[src/rtl/cr16_pkg.sv]
// Shared CR16 datapath definitions: default widths, reset PC, the link
// writeback sequencer encoding and the 8-bit sign-extension helper.
package cr16_pkg;

    localparam int          CR16_WIDTH    = 16;
    localparam logic [15:0] CR16_RESET_PC = 16'h0000;

    typedef enum logic {
        LINK_IDLE = 1'b0,
        LINK_PEND = 1'b1
    } link_state_t;

    function automatic logic [CR16_WIDTH-1:0] sext8(input logic [7:0] value);
        return {{(CR16_WIDTH-8){value[7]}}, value};
    endfunction

endpackage

[src/rtl/pc_mar_unit_if.sv]
// Bus between the CR16 controller/register file and the PC/MAR stage.
// The master side drives the enables and operand values; the slave side
// (the PC/MAR unit) returns its registered PC, MAR, link value and counter.
interface pc_mar_unit_if #(
    parameter int WIDTH     = 16,
    parameter int CNT_WIDTH = 16
);

    logic                 PCEn;
    logic                 jumpEn;
    logic                 branchEn;
    logic                 JALEn;
    logic                 marRegEn;
    logic                 pcToMAREn;
    logic [7:0]           disp;
    logic [WIDTH-1:0]     jump_target;
    logic [WIDTH-1:0]     data_addr;
    logic [WIDTH-1:0]     pc;
    logic [WIDTH-1:0]     mar;
    logic [WIDTH-1:0]     link_addr;
    logic                 link_we;
    logic [CNT_WIDTH-1:0] pc_updates;

    modport master (
        output PCEn, jumpEn, branchEn, JALEn, marRegEn, pcToMAREn,
        output disp, jump_target, data_addr,
        input  pc, mar, link_addr, link_we, pc_updates
    );

    modport slave (
        input  PCEn, jumpEn, branchEn, JALEn, marRegEn, pcToMAREn,
        input  disp, jump_target, data_addr,
        output pc, mar, link_addr, link_we, pc_updates
    );

endinterface

[src/rtl/pc_next_calc.sv]
// Combinational next-PC selection: jump beats branch beats increment.
// All sums wrap modulo 2^WIDTH; pc_plus1 is also the JAL return address.
module pc_next_calc
    import cr16_pkg::*;
#(
    parameter int WIDTH = CR16_WIDTH
) (
    input  logic [WIDTH-1:0] pc,
    input  logic [7:0]       disp,
    input  logic [WIDTH-1:0] jump_target,
    input  logic             jumpEn,
    input  logic             branchEn,
    output logic [WIDTH-1:0] pc_next,
    output logic [WIDTH-1:0] pc_plus1
);

    logic [WIDTH-1:0] dispExt;

    // Sign-extend through the shared helper, then resize with sign kept so
    // widths other than the default still get a correct displacement.
    assign dispExt  = WIDTH'($signed(sext8(disp)));
    assign pc_plus1 = pc + WIDTH'(1);

    // Priority mux for the next PC value.
    always_comb begin
        pc_next = pc_plus1;
        if (jumpEn) begin
            pc_next = jump_target;
        end else if (branchEn) begin
            pc_next = pc + dispExt;
        end
    end

endmodule

[src/rtl/pc_mar_unit.sv]
// PC and memory-address register stage fed by the CR16 controller.
// Holds the PC, MAR, JAL link register, saturating PC-write counter and the
// two-phase sequencer that pulses link_we the cycle after a JAL update.
module pc_mar_unit
    import cr16_pkg::*;
#(
    parameter int               WIDTH     = CR16_WIDTH,
    parameter logic [WIDTH-1:0] RESET_PC  = WIDTH'(CR16_RESET_PC),
    parameter int               CNT_WIDTH = 16
) (
    input logic          clk,
    input logic          reset,
    pc_mar_unit_if.slave bus
);

    logic [WIDTH-1:0]     pcReg;
    logic [WIDTH-1:0]     marReg;
    logic [WIDTH-1:0]     linkReg;
    logic [CNT_WIDTH-1:0] updCount;
    logic [WIDTH-1:0]     pc_next;
    logic [WIDTH-1:0]     pc_plus1;
    logic                 jalUpdate;
    link_state_t          linkState;
    link_state_t          linkNext;
    logic                 linkWe;

    pc_next_calc #(.WIDTH(WIDTH)) u_next (
        .pc          (pcReg),
        .disp        (bus.disp),
        .jump_target (bus.jump_target),
        .jumpEn      (bus.jumpEn),
        .branchEn    (bus.branchEn),
        .pc_next     (pc_next),
        .pc_plus1    (pc_plus1)
    );

    assign jalUpdate = bus.PCEn & bus.JALEn & bus.jumpEn;

    // Program counter: loads pc_next only when the controller enables it.
    always_ff @(posedge clk) begin
        if (reset) begin
            pcReg <= RESET_PC;
        end else if (bus.PCEn) begin
            pcReg <= pc_next;
        end
    end

    // MAR follows either the load/store address or the fetch address.
    always_ff @(posedge clk) begin
        if (reset) begin
            marReg <= RESET_PC;
        end else if (bus.marRegEn) begin
            marReg <= bus.pcToMAREn ? bus.data_addr : pc_next;
        end
    end

    // Return address captured from the pre-jump PC on a JAL update.
    always_ff @(posedge clk) begin
        if (reset) begin
            linkReg <= '0;
        end else if (jalUpdate) begin
            linkReg <= pc_plus1;
        end
    end

    // Saturating count of PC writes.
    always_ff @(posedge clk) begin
        if (reset) begin
            updCount <= '0;
        end else if (bus.PCEn && (updCount != '1)) begin
            updCount <= updCount + CNT_WIDTH'(1);
        end
    end

    // Link sequencer state register.
    always_ff @(posedge clk) begin
        if (reset) begin
            linkState <= LINK_IDLE;
        end else begin
            linkState <= linkNext;
        end
    end

    // Link sequencer transitions; link_we comes from state alone so there
    // is no input-to-output path.
    always_comb begin
        linkNext = LINK_IDLE;
        linkWe   = 1'b0;
        case (linkState)
            LINK_IDLE: begin
                if (jalUpdate) linkNext = LINK_PEND;
            end
            LINK_PEND: begin
                linkWe = 1'b1;
                if (jalUpdate) linkNext = LINK_PEND;
            end
            default: begin
                linkNext = LINK_IDLE;
            end
        endcase
    end

    assign bus.pc         = pcReg;
    assign bus.mar        = marReg;
    assign bus.link_addr  = linkReg;
    assign bus.link_we    = linkWe;
    assign bus.pc_updates = updCount;

endmodule

[src/flat_wrapper.sv]
// flat-port wrapper written by rule: the top's interface ports become plain ports
module pc_mar_unit_flat import cr16_pkg::*;
#(
    parameter int               WIDTH     = CR16_WIDTH,
    parameter logic [WIDTH-1:0] RESET_PC  = WIDTH'(CR16_RESET_PC),
    parameter int               CNT_WIDTH = 16
)
  (clk, reset, bus_PCEn, bus_jumpEn, bus_branchEn, bus_JALEn, bus_marRegEn, bus_pcToMAREn, bus_disp, bus_jump_target, bus_data_addr, bus_pc, bus_mar, bus_link_addr, bus_link_we, bus_pc_updates);
  pc_mar_unit_if #(.WIDTH(WIDTH), .CNT_WIDTH(CNT_WIDTH)) bus_i ();
  input logic clk;
  input logic reset;
  input wire logic [$bits(bus_i.PCEn)-1:0] bus_PCEn;
  input wire logic [$bits(bus_i.jumpEn)-1:0] bus_jumpEn;
  input wire logic [$bits(bus_i.branchEn)-1:0] bus_branchEn;
  input wire logic [$bits(bus_i.JALEn)-1:0] bus_JALEn;
  input wire logic [$bits(bus_i.marRegEn)-1:0] bus_marRegEn;
  input wire logic [$bits(bus_i.pcToMAREn)-1:0] bus_pcToMAREn;
  input wire logic [$bits(bus_i.disp)-1:0] bus_disp;
  input wire logic [$bits(bus_i.jump_target)-1:0] bus_jump_target;
  input wire logic [$bits(bus_i.data_addr)-1:0] bus_data_addr;
  output wire logic [$bits(bus_i.pc)-1:0] bus_pc;
  output wire logic [$bits(bus_i.mar)-1:0] bus_mar;
  output wire logic [$bits(bus_i.link_addr)-1:0] bus_link_addr;
  output wire logic [$bits(bus_i.link_we)-1:0] bus_link_we;
  output wire logic [$bits(bus_i.pc_updates)-1:0] bus_pc_updates;
  assign bus_i.PCEn = bus_PCEn;
  assign bus_i.jumpEn = bus_jumpEn;
  assign bus_i.branchEn = bus_branchEn;
  assign bus_i.JALEn = bus_JALEn;
  assign bus_i.marRegEn = bus_marRegEn;
  assign bus_i.pcToMAREn = bus_pcToMAREn;
  assign bus_i.disp = bus_disp;
  assign bus_i.jump_target = bus_jump_target;
  assign bus_i.data_addr = bus_data_addr;
  assign bus_pc = bus_i.pc;
  assign bus_mar = bus_i.mar;
  assign bus_link_addr = bus_i.link_addr;
  assign bus_link_we = bus_i.link_we;
  assign bus_pc_updates = bus_i.pc_updates;
  pc_mar_unit #(.WIDTH(WIDTH), .RESET_PC(RESET_PC), .CNT_WIDTH(CNT_WIDTH)) u_core (.clk(clk), .reset(reset), .bus(bus_i));
endmodule
[config.mk]
export PLATFORM = sky130hd
export DESIGN_NAME = pc_mar_unit_flat
export DESIGN_NICKNAME = d
export VERILOG_FILES = /design/src/rtl/cr16_pkg.sv /design/src/rtl/pc_mar_unit_if.sv /design/src/rtl/pc_next_calc.sv /design/src/rtl/pc_mar_unit.sv /design/src/flat_wrapper.sv
export SDC_FILE = /design/constraint.sdc
export NUM_CORES = 1
export LEC_CHECK = 0
export ABC_AREA = 1
export CAP_MARGIN = 40
export CORE_MARGIN = 2
export CORE_UTILIZATION = 40
export DETAILED_ROUTE_END_ITERATION = 10
export GPL_ROUTABILITY_DRIVEN = 0
export GPL_TIMING_DRIVEN = 1
export PLACE_DENSITY = 0.74
export SYNTH_ARGS = -nofsm -noshare
export SYNTH_HDL_FRONTEND = slang
export SYNTH_SLANG_ARGS = --single-unit
[constraint.sdc]
create_clock -name clk -period 2 [get_ports clk]
set_input_delay 0.4 -clock clk [delete_from_list [all_inputs] [get_ports clk]]
set_output_delay 0.4 -clock clk [all_outputs]
set_load 0.01 [all_outputs]
**Word-level counts from Yosys, hierarchy flattened**

Index checks and enable logic that the tools add are counted.

- Register bits: 65
- Bits in latches: 0
- Bits in writable memories: 0
- Memory bits (read-only): 0
- Output and inout port bits: 65
- Logic and storage cells: 17
- Memories: 0

- Add/subtract/negate cells: 3
- $mul: 0
- Divide/modulo/power cells: 0
- $lt $le $gt $ge: 0
- Eq/ne operators: 1
- Shift-type cells: 0
- Muxes and demuxes: 5
- Bitwise logic cells: 2
- Reductions and logical operators: 1

Operator list:

| operator | count |
|---|---|
| 16-bit 2-to-1 mux | 3 |
| 16-bit by 1-bit adder with 16-bit output, second input constant | 2 |
| 16-bit adder | 1 |
| 16-bit != test, second input constant | 1 |
| 1-bit bitwise AND | 2 |
| 1-bit 2-to-1 mux | 2 |
| 1-bit logical AND | 1 |

**Depth between registers and ports, before layout**

Gate-level depths: netlist of run 1.

- Depth after elaboration: 4
- Depth in mapped cells: 14
- Gate-level depth less buffers: 14

**Hierarchy**

A second synthesis of run 1 with hierarchy kept.

- Cells, all modules: 748
- Area total of the unflattened synthesis: 4616.9 µm²

Modules (own cells, without submodules):

| module | times used | cells an instance | area each (µm²) | seq. area each (µm²) |
|---|---|---|---|---|
| pc_mar_unit | 1 | 400 | 2896.5 | 1301.2 |
| pc_next_calc | 1 | 348 | 1720.4 | 0.0 |

**Worst setup path after synthesis of run 1**

Ideal clock, no wire load.

- Kind: register to register
- Start: reg u_core.pcReg[0], in the netlist u_core.bus.pc[0]
- End: reg u_core.pcReg[8], in the netlist u_core.bus.pc[8]
- Arrival time: 1.805 ns
- Required time: 1.884 ns
- Setup slack: 0.078 ns
- Stages on the path, launching flop included: 14
- Cells stage by stage: dfxtp_1 > ha_1 > fa_1 > nand2_1 > nand2_1 > and2_1 > nand2_1 > nand2_1 > xnor2_1 > nand2_1 > nand2_1 > nand3_1 > o211ai_1 > inv_1

- Longest elaborated chain between the ends: 3

RTL lines:

| item | RTL line | text |
|---|---|---|
| from (decl) | pc_mar_unit.sv:16 | `logic [WIDTH-1:0] pcReg;` |
| from (signal assigned) | pc_mar_unit.sv:44 | `pcReg <= pc_next;` |
| 16-bit by 1-bit adder with 16-bit output / 16-bit adder (equally long branches) | pc_next_calc.sv:22, pc_next_calc.sv:30 |  |
| 16-bit 2-to-1 mux (*) | pc_next_calc.sv:29 | `end else if (branchEn) begin` |
| 16-bit 2-to-1 mux (*) | pc_next_calc.sv:27 | `if (jumpEn) begin` |

Mark *: on every way between the ends. The rest lies on a longest branch, timed or not.
A chain may end at the register's enable or synchronous reset.

**Final worst setup path of run 1**

- Start: in bus_disp[4]
- End: reg u_core.pcReg[11], in the netlist u_core.bus.pc[11]

- Longest elaborated chain between the ends: 3

RTL lines:

| item | RTL line | text |
|---|---|---|
| from (decl) | flat_wrapper.sv:18 | `input wire logic [$bits(bus_i.disp)-1:0] bus_disp;` |
| 16-bit adder | pc_next_calc.sv:30 | `pc_next = pc + dispExt;` |
| 16-bit 2-to-1 mux | pc_next_calc.sv:29 |  |
| 16-bit 2-to-1 mux | pc_next_calc.sv:27 |  |

No other way between the ends.

==> summary.txt, run 1 <==
Hold path
  – Hold Path Class: register to register

Synth
  – Yosys reg bits: 65
  – Post-synth cell types: 40
  – Most frequent cell after synthesis: nand2_1
  – Yosys warnings: 0
  – Ys async rst share: 0%
  – Commonest cells post-synth: 171 x nand2_1, 100 x inv_1, 71 x nand3_1
  – Top post-synthesis cells by area: dfxtp_1 30%, nand2_1 15%, inv_1 8.6%
  – Synth top area share: 29.8%
  – Post-synthesis sequential area ratio: 29.8%
  – Synthesized instance count: 682
  – Syn Area/Cell: 6.40 µm²
  – Post-synth EDFFs: 0
  – Synth area leader: dfxtp_1
  – Syn_nets: 748
  – Prevailing post-synth register cell: dfxtp_1
  – Syn Std Cell Area: 4370 µm²

STA
  – Max-slew violation count: 0
  – Relative slew slack: 69.1%
  – Final hold viol count: 0
  – RSZ-0062 raised after global routing: true
  – Fin Clk Skew: 0.00784 ns
  – Final setup violation count: 0
  – Final WS setup: 0.0358 ns
  – Final Cycle Share: 98.2%
  – FMAX: 0.509 GHz
  – Worst Tran Pin Value: 0.458 ns
  – Min cycle time layout: 1.96 ns

CTS
  – CTS clock-pin slew for the worst setup and hold paths: 0.08 ns
  – Insertion delay to the later sink of the worst-skew pair: 0.36 ns
  – CTS tree: built
  – CTS Buffer Depth: 2
  – Clock root cell: clkbuf_8
  – CTS Sinks: 65
  – CTS HTree Levels: 3
  – CTS Buf Count: 9

Global route
  – Grt total ovfl: 0
  – Largest net degree at the start of global routing: 29
  – Vias in the first global route: 4867
  – First-pass GRT wire length: 23.1 mm
  – GRT Total Usage: 25.1%
  – Initial antenna violation count: 0

Worst setup path
  – Crit-path cells: clkdlybuf4s50_1, ha_4, nand2_1, nor2_1, nand3_1, nand2_2, nand2_1, nand3_1, nand3_1, nand2_2, nand3_1, o211ai_1, inv_1
  – Crit. End Element: register
  – Req. time, crit path: 2.26 ns
  – WS Path Type: input port to register
  – Slowest stage delay, CP: 0.44 ns
  – Crit path max fanout: 4
  – Startpoint types: input port
  – CP max stage cell: clkdlybuf4s50_1
  – WP data arrival: 2.22 ns
  – Most common cell on crit path: nand3_1

Placed design
  – Place WS: -0.593 ns
  – Port bufs: 112
  – Dpl hpwl: 11.3 mm
  – Placed cells: 965

Pwr
  – Combinational group share of total power: 30.5%
  – Sw Ratio: 32.7%
  – Largest vdd supply drop: 311 µV
  – Internal power: 2.65 mW
  – Part of the power in registers: 36.2%
  – Cell Pwr Density: 597 nW/µm²
  – P_sw: 1.29 mW
  – Leakage Power: 3.01 nW
  – Clock Power Share: 33.3%

Layout
  – Layout cells sized above 1: 19.5%
  – Non-Filler Instances: 985
  – Nets: 906
  – Synthesis-to-finish area growth: 51.1%
  – Antenna cells: 0

Detailed routing
  – Via count: 5132
  – Initial DRC Count: 285
  – DRT Wirelength: 15.4 mm
  – Residual DRC: 0
  – Pre-antenna DRT Iters: 5
  – Vias per inst: 5.21
  – WL/cell: 15.6 µm
  – Antenna Nets Post-Route: 0

Job
  – Maxcap violations: 0

Floorplan
  – Starting Density: 40.6%
  – Die ar.: 11800 µm²
  – Core area: 10700 µm²
  – Die height: 108 µm
  – Site Rows: 38
  – Die W: 108 µm
  – Io pins: 113

Outcome
  – Outcome: complete, no violations
## stage by stage
stage               cell area [µm²]  utilization, %  setup TNS, ns  total power, mW  hold WS [ns]
floorplan                      4370               -              0             1.98         0.490
global placement               5980            55.6          -9.70             2.48         0.457
detailed placement             5980            55.6         -10.70             2.50         0.457
CTS                            6280            58.4              0             3.82         0.469
global route                   6600            61.4         -0.274             4.13         0.499
finish                         6600            61.4              0             3.94         0.466
## what timing repair did
| item | CTS | global route |
|---|---|---|
| setup buffers | 1 | 2 |
| setup endpoints to repair | 19 | 21 |
| gates resized for setup | 18 | 58 |
| hold buffers | 0 | 0 |
| pin swaps | 5 | 13 |
| gates cloned | 1 | 0 |
## critical path, delay by kind of cell
family / cells / cell delay, ns
adder cells (fa/ha/maj): 1 / 0.30
AND/OR/NAND/NOR: 9 / 0.89
AO/OA/AOI/OAI: 1 / 0.11
buffers and inverters: 2 / 0.50
## per-layer routing
metal  vias to the layer above  wire [µm]  track usage, %
li1                       2520          -               -
met5                         -          0               0
met1                      2339       6390            30.7
met4                         0        605            11.9
met3                        45        989            4.88
met2                       228       7420            42.1
## power by group through the flow
stage          Sequential (mW)  Combinational, mW  Clock (mW)
6_report                  1.42               1.20        1.31
5_1_grt                   1.43               1.31        1.39
4_1_cts                   1.41               1.08        1.33
3_5_place_dp              1.44               1.06           0
3_3_place_gp              1.44               1.04           0
2_1_floorplan             1.48              0.496           0
## area by class of cell
type | instances | area (µm²)
Fill cell | 959 | 4150
Multi-Input combinational cell | 486 | 2900
Timing Repair Buffer | 169 | 1580
Sequential cell | 65 | 1310
Inverter | 109 | 409
Tap cell | 140 | 175
Clock buffer | 9 | 124
Clock inverter | 7 | 103
## placed cells by master (no fill, tap or decap), drive strengths merged
master           n
a21oi           44
a31oi            1
and2             3
and3             1
buf             57
bufinv           2
clkbuf           9
clkdlybuf4s15    1
clkdlybuf4s50  105
clkinv           6
dfxtp           65
dlygate4sd2      1
dlymetal6s2s     5
fa               1
ha              17
inv            108
nand2          177
nand3           74
nand3b           1
nand4           10
nor2            66
nor3             9
nor3b            3
nor4b            1
o211ai          25
o21a             2
o21ai           31
o21bai           3
o221ai           1
or2              4
xnor2            6
xor2             6
## state kept, by name, indices dropped and copies added, names as in the netlist
| register | cells |
|---|---|
| u_core.bus.link_addr | 16 |
| u_core.linkState | 1 |
| u_core.bus.mar | 16 |
| u_core.bus.pc_updates | 16 |
| u_core.bus.pc | 16 |
## cell families after synthesis
logic type,Yosys count,share of synthesized area [%]
fa+ha+maj,18,5.33
simple gates,349,36.5
buf+inv,131,11.5
flops,65,29.8
xor+xnor,12,2.41
compound gates,107,14.4
## path summary, 6_finish.rpt
check                                        from  slack (ns)                 to  cells after the start
worst max-delay path                  bus_disp[4]        0.04  u_core.bus.pc[11]                     13
worst max register to register   u_core.bus.pc[2]        0.07  u_core.bus.mar[5]                      9
worst min register to register  u_core.bus.mar[6]        0.47  u_core.bus.mar[6]                      2
worst min-delay path            u_core.bus.mar[6]        0.47  u_core.bus.mar[6]                      2
Note: power is estimated with default switching activity, not from simulation.
==> run 2: changes to the inputs <==
Settings changed: GPL_TIMING_DRIVEN 1 to 0, PLACE_DENSITY 0.74 to 0.72.
Clock period 2 ns to 2.2 ns, I/O delays scaled along.
==> run 2 against run 1 <==
Clock power is 12% lower. Sequential share of layout area rose by 1.9 points. Global-route usage decreased by 0.50 points. Total power fell by 14%. Hold slack gained 0.0035 ns. Non-clock buffer count shrank 36. Largest cell class unchanged.
==> summary.txt, run 2 (synthesized netlist as in run 1, its figures left out) <==
Pwr
  – Largest vdd supply drop: 345 µV
  – Cell Pwr Density: 557 nW/µm²
  – Total power: 3.38 mW
  – Leakage Power: 2.74 nW

Layout
  – Nets: 870
  – Most frequent cells in the layout: 161 x nand2_1, 107 x clkdlybuf4s50_1, 100 x inv_1, 59 x nand3_1, 59 x nor2_1
  – Synthesis-to-finish area growth: 38.8%
  – Layout cells sized above 1: 12.6%
  – Antenna cells: 0
  – Filler instances: 1068
  – Most common cell after layout, fill and taps aside: nand2_1

Placed design
  – Place WS: -0.601 ns
  – Port bufs: 109
  – Dpl hpwl: 11.3 mm

Global route
  – Grt total ovfl: 0
  – Vias in the first global route: 4637
  – Initial antenna violation count: 0
  – GRT Total Usage: 24.6%
  – First-pass GRT wire length: 22.4 mm
  – Largest net degree at the start of global routing: 13

Worst setup path
  – Slowest stage delay, CP: 0.42 ns
  – WS Path Type: input port to register
  – Startpoint types: input port
  – CP max stage cell: clkdlybuf4s50_1
  – WP data arrival: 2.32 ns
  – Buf/Inv on CP: 1
  – R2r endpoint: u_core.bus.mar[12]
  – Cell family contributing the most delay on the critical path: simple AND/OR/NAND/NOR gates
  – RR Startpoint: u_core.bus.pc[0]
  – Setup crit end: u_core.bus.mar[12]
  – Worst path depth: 12
  – R2R Setup Slk: 0.10 ns
  – Crit path max fanout: 4
  – Worst setup path start: bus_disp[3]
  – Crit. End Element: register
  – Crit-path cells: clkdlybuf4s50_1, ha_1, or2_1, and2_4, nand3_2, nand3_1, nand2_1, nand3_2, nand2_1, nand3_2, nand2_1, a21oi_1
  – FF-to-FF path depth: 13
  – Req. time, crit path: 2.41 ns

Detailed routing
  – Initial DRC Count: 303
  – WL/cell: 15.4 µm
  – Via count: 4973
  – Residual DRC: 0
  – Antenna Nets Post-Route: 0
  – DRT Wirelength: 14.6 mm
  – Vias per inst: 5.24
  – Pre-antenna DRT Iters: 5

STA
  – Final Cycle Share: 96.0%
  – Final hold viol count: 0
  – Worst Tran Pin Value: 0.631 ns
  – FMAX: 0.473 GHz
  – Fin Clk Skew: 0.00999 ns
  – Max-slew violation count: 0
  – Final WS setup: 0.0873 ns
  – Relative slew slack: 57.9%
  – Final setup violation count: 0
  – Min cycle time layout: 2.11 ns

Floorplan
  – Site Rows: 38
  – Die W: 108 µm
  – Die height: 108 µm
  – Die ar.: 11800 µm²
  – Core area: 10700 µm²
  – Io pins: 113
  – Starting Density: 40.6%

CTS
  – CTS Buf Count: 9
  – CTS tree: built
  – CTS clock-pin slew for the worst setup and hold paths: 0.08 ns
  – CTS Buffer Depth: 2
  – CTS Sinks: 65
  – CTS HTree Levels: 3
  – Clock root cell: clkbuf_8
  – Insertion delay to the later sink of the worst-skew pair: 0.35 ns
  – Hold_buf cts: 0

Hold path
  – Hold Path Class: register to register

Job
  – Maxcap violations: 0

Outcome
  – Outcome: complete, no violations
==> run 2: changes by cell type in the layout (fill, tap and decap cells not counted), moves of 7 or more <==
cell      change
buf_4        -52
clkbuf_1     +11
buf_2        +10
ha_1          +9
ha_4          -9
dfxtp_2       +8
dfxtp_1       -7
nand2_2       -7
==> run 2: layout make-up <==
cell class                 instances  area (µm²)  area share, %
buffer                            22        95.1           1.57
multi-input combinational        486        2750           45.3
tap                              140         175           2.89
sequential                        65        1310           21.7
clock buffer                      10         128           2.11
inverter                         109         409           6.75
timing repair buffer             111        1100           18.2
clock inverter                     6        91.3           1.51
==> run 2: where the power goes <==
part           total [mW]  switching (mW)  internal, mW  leakage, nW
sequential           1.33          0.0837          1.24        0.536
clock                1.15           0.503         0.645        0.111
combinational       0.905           0.495         0.410         2.09
==> run 2: how the worst min path moves through the flow <==
stage / startpoint / to / depth (start not counted)
after floorplan: u_core.bus.link_addr[1] / u_core.bus.link_addr[1] / 2
after global placement: u_core.bus.mar[3] / u_core.bus.mar[3] / 2
after global routing: u_core.bus.mar[4] / u_core.bus.mar[4] / 2
after CTS: u_core.bus.mar[3] / u_core.bus.mar[3] / 2
after detailed placement: u_core.bus.mar[3] / u_core.bus.mar[3] / 2
final: u_core.bus.mar[3] / u_core.bus.mar[3] / 2
==> run 2: routing by layer <==
layer	share of wire, %	global-route usage (%)	vias to the layer above
li1	-	-	2442
met1	41	30.9	2284
met2	47	40.5	213
met3	7.9	4.52	34
met4	3.5	11.4	0
met5	0	0	-
==> run 2: worst register-to-register path: cells and delay by family (launching register included) <==
| family | cells | cell delay [ns] |
|---|---|---|
| flip-flops | 1 | 0.37 |
| AND/OR/NAND/NOR | 10 | 0.95 |
| AO/OA/AOI/OAI | 1 | 0.05 |
| adder cells (fa/ha/maj) | 2 | 0.59 |
==> run 2: per-stage QoR <==
step                      util, %   TNS, ns  instance area, µm²  hold slack, ns  cells
final                        56.4         0                6060           0.470    949
after global routing         56.4  -0.00460                6060           0.495    949
after CTS                    54.8         0                5890           0.471    947
after detailed placement     52.4     -9.03                5630           0.459    931
after global placement       52.4     -8.21                5630           0.453    931
after floorplan                 -         0                4370           0.490    682
==> run 2: timing repair <==
item,4_1_cts,5_1_grt
setup buffers,0,2
pin swaps,1,15
gates resized for setup,10,38
endpoints found under the setup margin,14,16
==> run 3: changes to the inputs <==
Settings changed: CORE_UTILIZATION 40 to 30, PLACE_DENSITY 0.72 to 0.58, RECOVER_POWER set to 100.
Clock period 2.2 ns to 2.4 ns, I/O delays scaled along.
==> run 3 against run 2 <==
First-iteration DRC count increased by 5.9%. Design area decreased by 1.1%. Critical path type unchanged. Highest routed layer unchanged. Critical endpoint is now u_core.bus.mar[4]. Via count decreased by 4.0%.
==> summary.txt, run 3 (synthesized netlist as in run 1, its figures left out) <==
Worst setup path
  – RR Startpoint: u_core.bus.pc[0]
  – WS Path Type: input port to register
  – Slowest stage delay, CP: 0.44 ns
  – R2R Setup Slk: 0.29 ns
  – R2r endpoint: u_core.bus.mar[4]
  – WP data arrival: 2.50 ns
  – Crit. End Element: register
  – FF-to-FF path depth: 11
  – Crit path max fanout: 3
  – Most common cell on crit path: nand2_1
  – Startpoint types: input port
  – CP max stage cell: clkdlybuf4s50_1
  – Req. time, crit path: 2.60 ns
  – Crit-path cells: clkdlybuf4s50_1, ha_2, fa_2, nand2_2, nand2_1, and2_4, xnor2_4, nand2_1, o211ai_1, nand3_1, nand2_1, a21oi_1

Layout
  – Non-Filler Instances: 991
  – Antenna cells: 0
  – Fin util: 41.7%
  – Layout cells sized above 1: 6.82%
  – Most frequent cells in the layout: 168 x nand2_1, 103 x inv_1, 70 x nand3_1, 67 x dlygate4sd3_1, 65 x dfxtp_1
  – Most common cell after layout, fill and taps aside: nand2_1
  – Area of the multi-input gates: 2570 µm²
  – Synthesis-to-finish area growth: 37.3%
  – Filler instances: 1507
  – Storage cell area: 1300 µm²
  – Nets: 868

STA
  – Final hold viol count: 0
  – Max-slew violation count: 0
  – FMAX: 0.434 GHz
  – Relative slew slack: 58.6%
  – Final Cycle Share: 95.9%
  – Final setup violation count: 0
  – Min cycle time layout: 2.30 ns
  – Total negative slack: 0 ns
  – Final WS setup: 0.0978 ns
  – Fin Clk Skew: 0.00934 ns
  – Worst Tran Pin Value: 0.621 ns

Global route
  – GRT Total Usage: 18.9%
  – First-pass GRT wire length: 23.3 mm
  – Grt total ovfl: 0
  – Vias in the first global route: 4359
  – Largest net degree at the start of global routing: 14
  – Initial antenna violation count: 0

Job
  – Maxcap violations: 0

Floorplan
  – Core area: 14400 µm²
  – Die W: 125 µm
  – Starting Density: 30.4%
  – Site Rows: 44
  – Io pins: 113
  – Die ar.: 15500 µm²
  – Die height: 125 µm

Pwr
  – Largest vdd supply drop: 350 µV
  – Clock Power Share: 40.3%
  – Combinational group share of total power: 22.9%
  – Sw Ratio: 30.9%
  – Cell Pwr Density: 550 nW/µm²
  – Part of the power in registers: 36.8%
  – Leakage Power: 2.90 nW
  – Internal power: 2.28 mW
  – P_sw: 1.02 mW

CTS
  – CTS tree: built
  – CTS HTree Levels: 3
  – CTS clock-pin slew for the worst setup and hold paths: 0.06 ns
  – CTS Buffer Depth: 2
  – Insertion delay to the later sink of the worst-skew pair: 0.34 ns
  – CTS Sinks: 65
  – CTS Buf Count: 9
  – Clock root cell: clkbuf_16

Detailed routing
  – DRT Wirelength: 14.7 mm
  – Vias per inst: 4.82
  – WL/cell: 14.8 µm
  – Antenna Nets Post-Route: 0
  – Residual DRC: 0
  – Initial DRC Count: 321
  – Pre-antenna DRT Iters: 5
  – Via count: 4775

Hold path
  – Hold_sp: u_core.bus.mar[12]
  – Hold Path Depth: 2
  – Hold Path Class: register to register
  – Min-Delay Endpoint: u_core.bus.mar[12]

Placed design
  – Place WS: -0.391 ns
  – Placed cells: 975
  – Port bufs: 109
  – Dpl hpwl: 11.4 mm

Outcome
  – Outcome: complete, no violations
-- run 3: changes by cell type in the layout (fill, tap and decap cells not counted), moves of 5 or more --
cell,delta
dfxtp_2,-9
dfxtp_1,+9
nand3_1,+11
dlygate4sd3_1,+67
ha_4,-5
clkdlybuf4s50_1,-66
clkbuf_8,-9
nand3_2,-10
nand2_2,-5
ha_1,+5
clkbuf_16,+9
nand2_1,+7
-- run 3: worst max-delay path by stage --
stage	start	end	cells past startpoint
after global routing	bus_disp[0]	u_core.bus.mar[4]	12
after global placement	bus_disp[7]	u_core.bus.mar[14]	12
after CTS	bus_disp[0]	u_core.bus.mar[4]	12
after detailed placement	bus_disp[0]	u_core.bus.mar[8]	14
final	bus_disp[0]	u_core.bus.mar[4]	12
after floorplan	bus_disp[0]	u_core.bus.pc[8]	13
-- run 3: power by group through the flow --
stage / Clock [mW] / Combinational [mW] / Sequential (mW)
2_1_floorplan: 0 / 0.413 / 1.24
3_3_place_gp: 0 / 0.753 / 1.24
3_5_place_dp: 0 / 0.754 / 1.24
4_1_cts: 1.36 / 0.763 / 1.22
5_1_grt: 1.41 / 0.845 / 1.22
6_report: 1.33 / 0.757 / 1.21
-- run 3: area by class of cell --
cell class / count / share of cell area, %
buffer: 22 / 1.54
clock buffer: 9 / 3.76
clock inverter: 7 / 1.29
inverter: 109 / 6.82
multi-input combinational: 486 / 42.9
sequential: 65 / 21.7
tap: 184 / 3.84
timing repair buffer: 109 / 18.2
-- run 3: layer usage --
metal  vias to the layer above  share of wire (%)  global-route usage (%)
met5                         -                  0                   0.654
met4                         0                1.7                    5.68
met3                        18                5.9                    3.99
met2                       158                 44                    28.7
met1                      2136                 49                    26.7
li1                       2463                  -                       -
-- run 3: through the flow --
step | hold slack, ns | total power [mW] | area [µm²]
finish | 0.459 | 3.30 | 6000
CTS | 0.464 | 3.34 | 6000
global placement | 0.454 | 1.99 | 5690
detailed placement | 0.455 | 1.99 | 5690
global route | 0.488 | 3.48 | 6000
floorplan | 0.490 | 1.65 | 4370
-- run 3: what timing repair did --
item / 4_1_cts / 5_1_grt
setup buffers: 0 / 0
setup endpoints to repair: 5 / 12
pin swaps: 0 / 4
cloned: 0 / 0
hold buffers: 0 / 0
resized for setup: 3 / 10
-- run 3: critical path, delay by kind of cell --
family                   cells  cell delay (ns)
AO/OA/AOI/OAI                2             0.19
XOR/XNOR                     1             0.18
adder cells (fa/ha/maj)      2             0.55
buffers and inverters        1             0.44
AND/OR/NAND/NOR              6             0.66
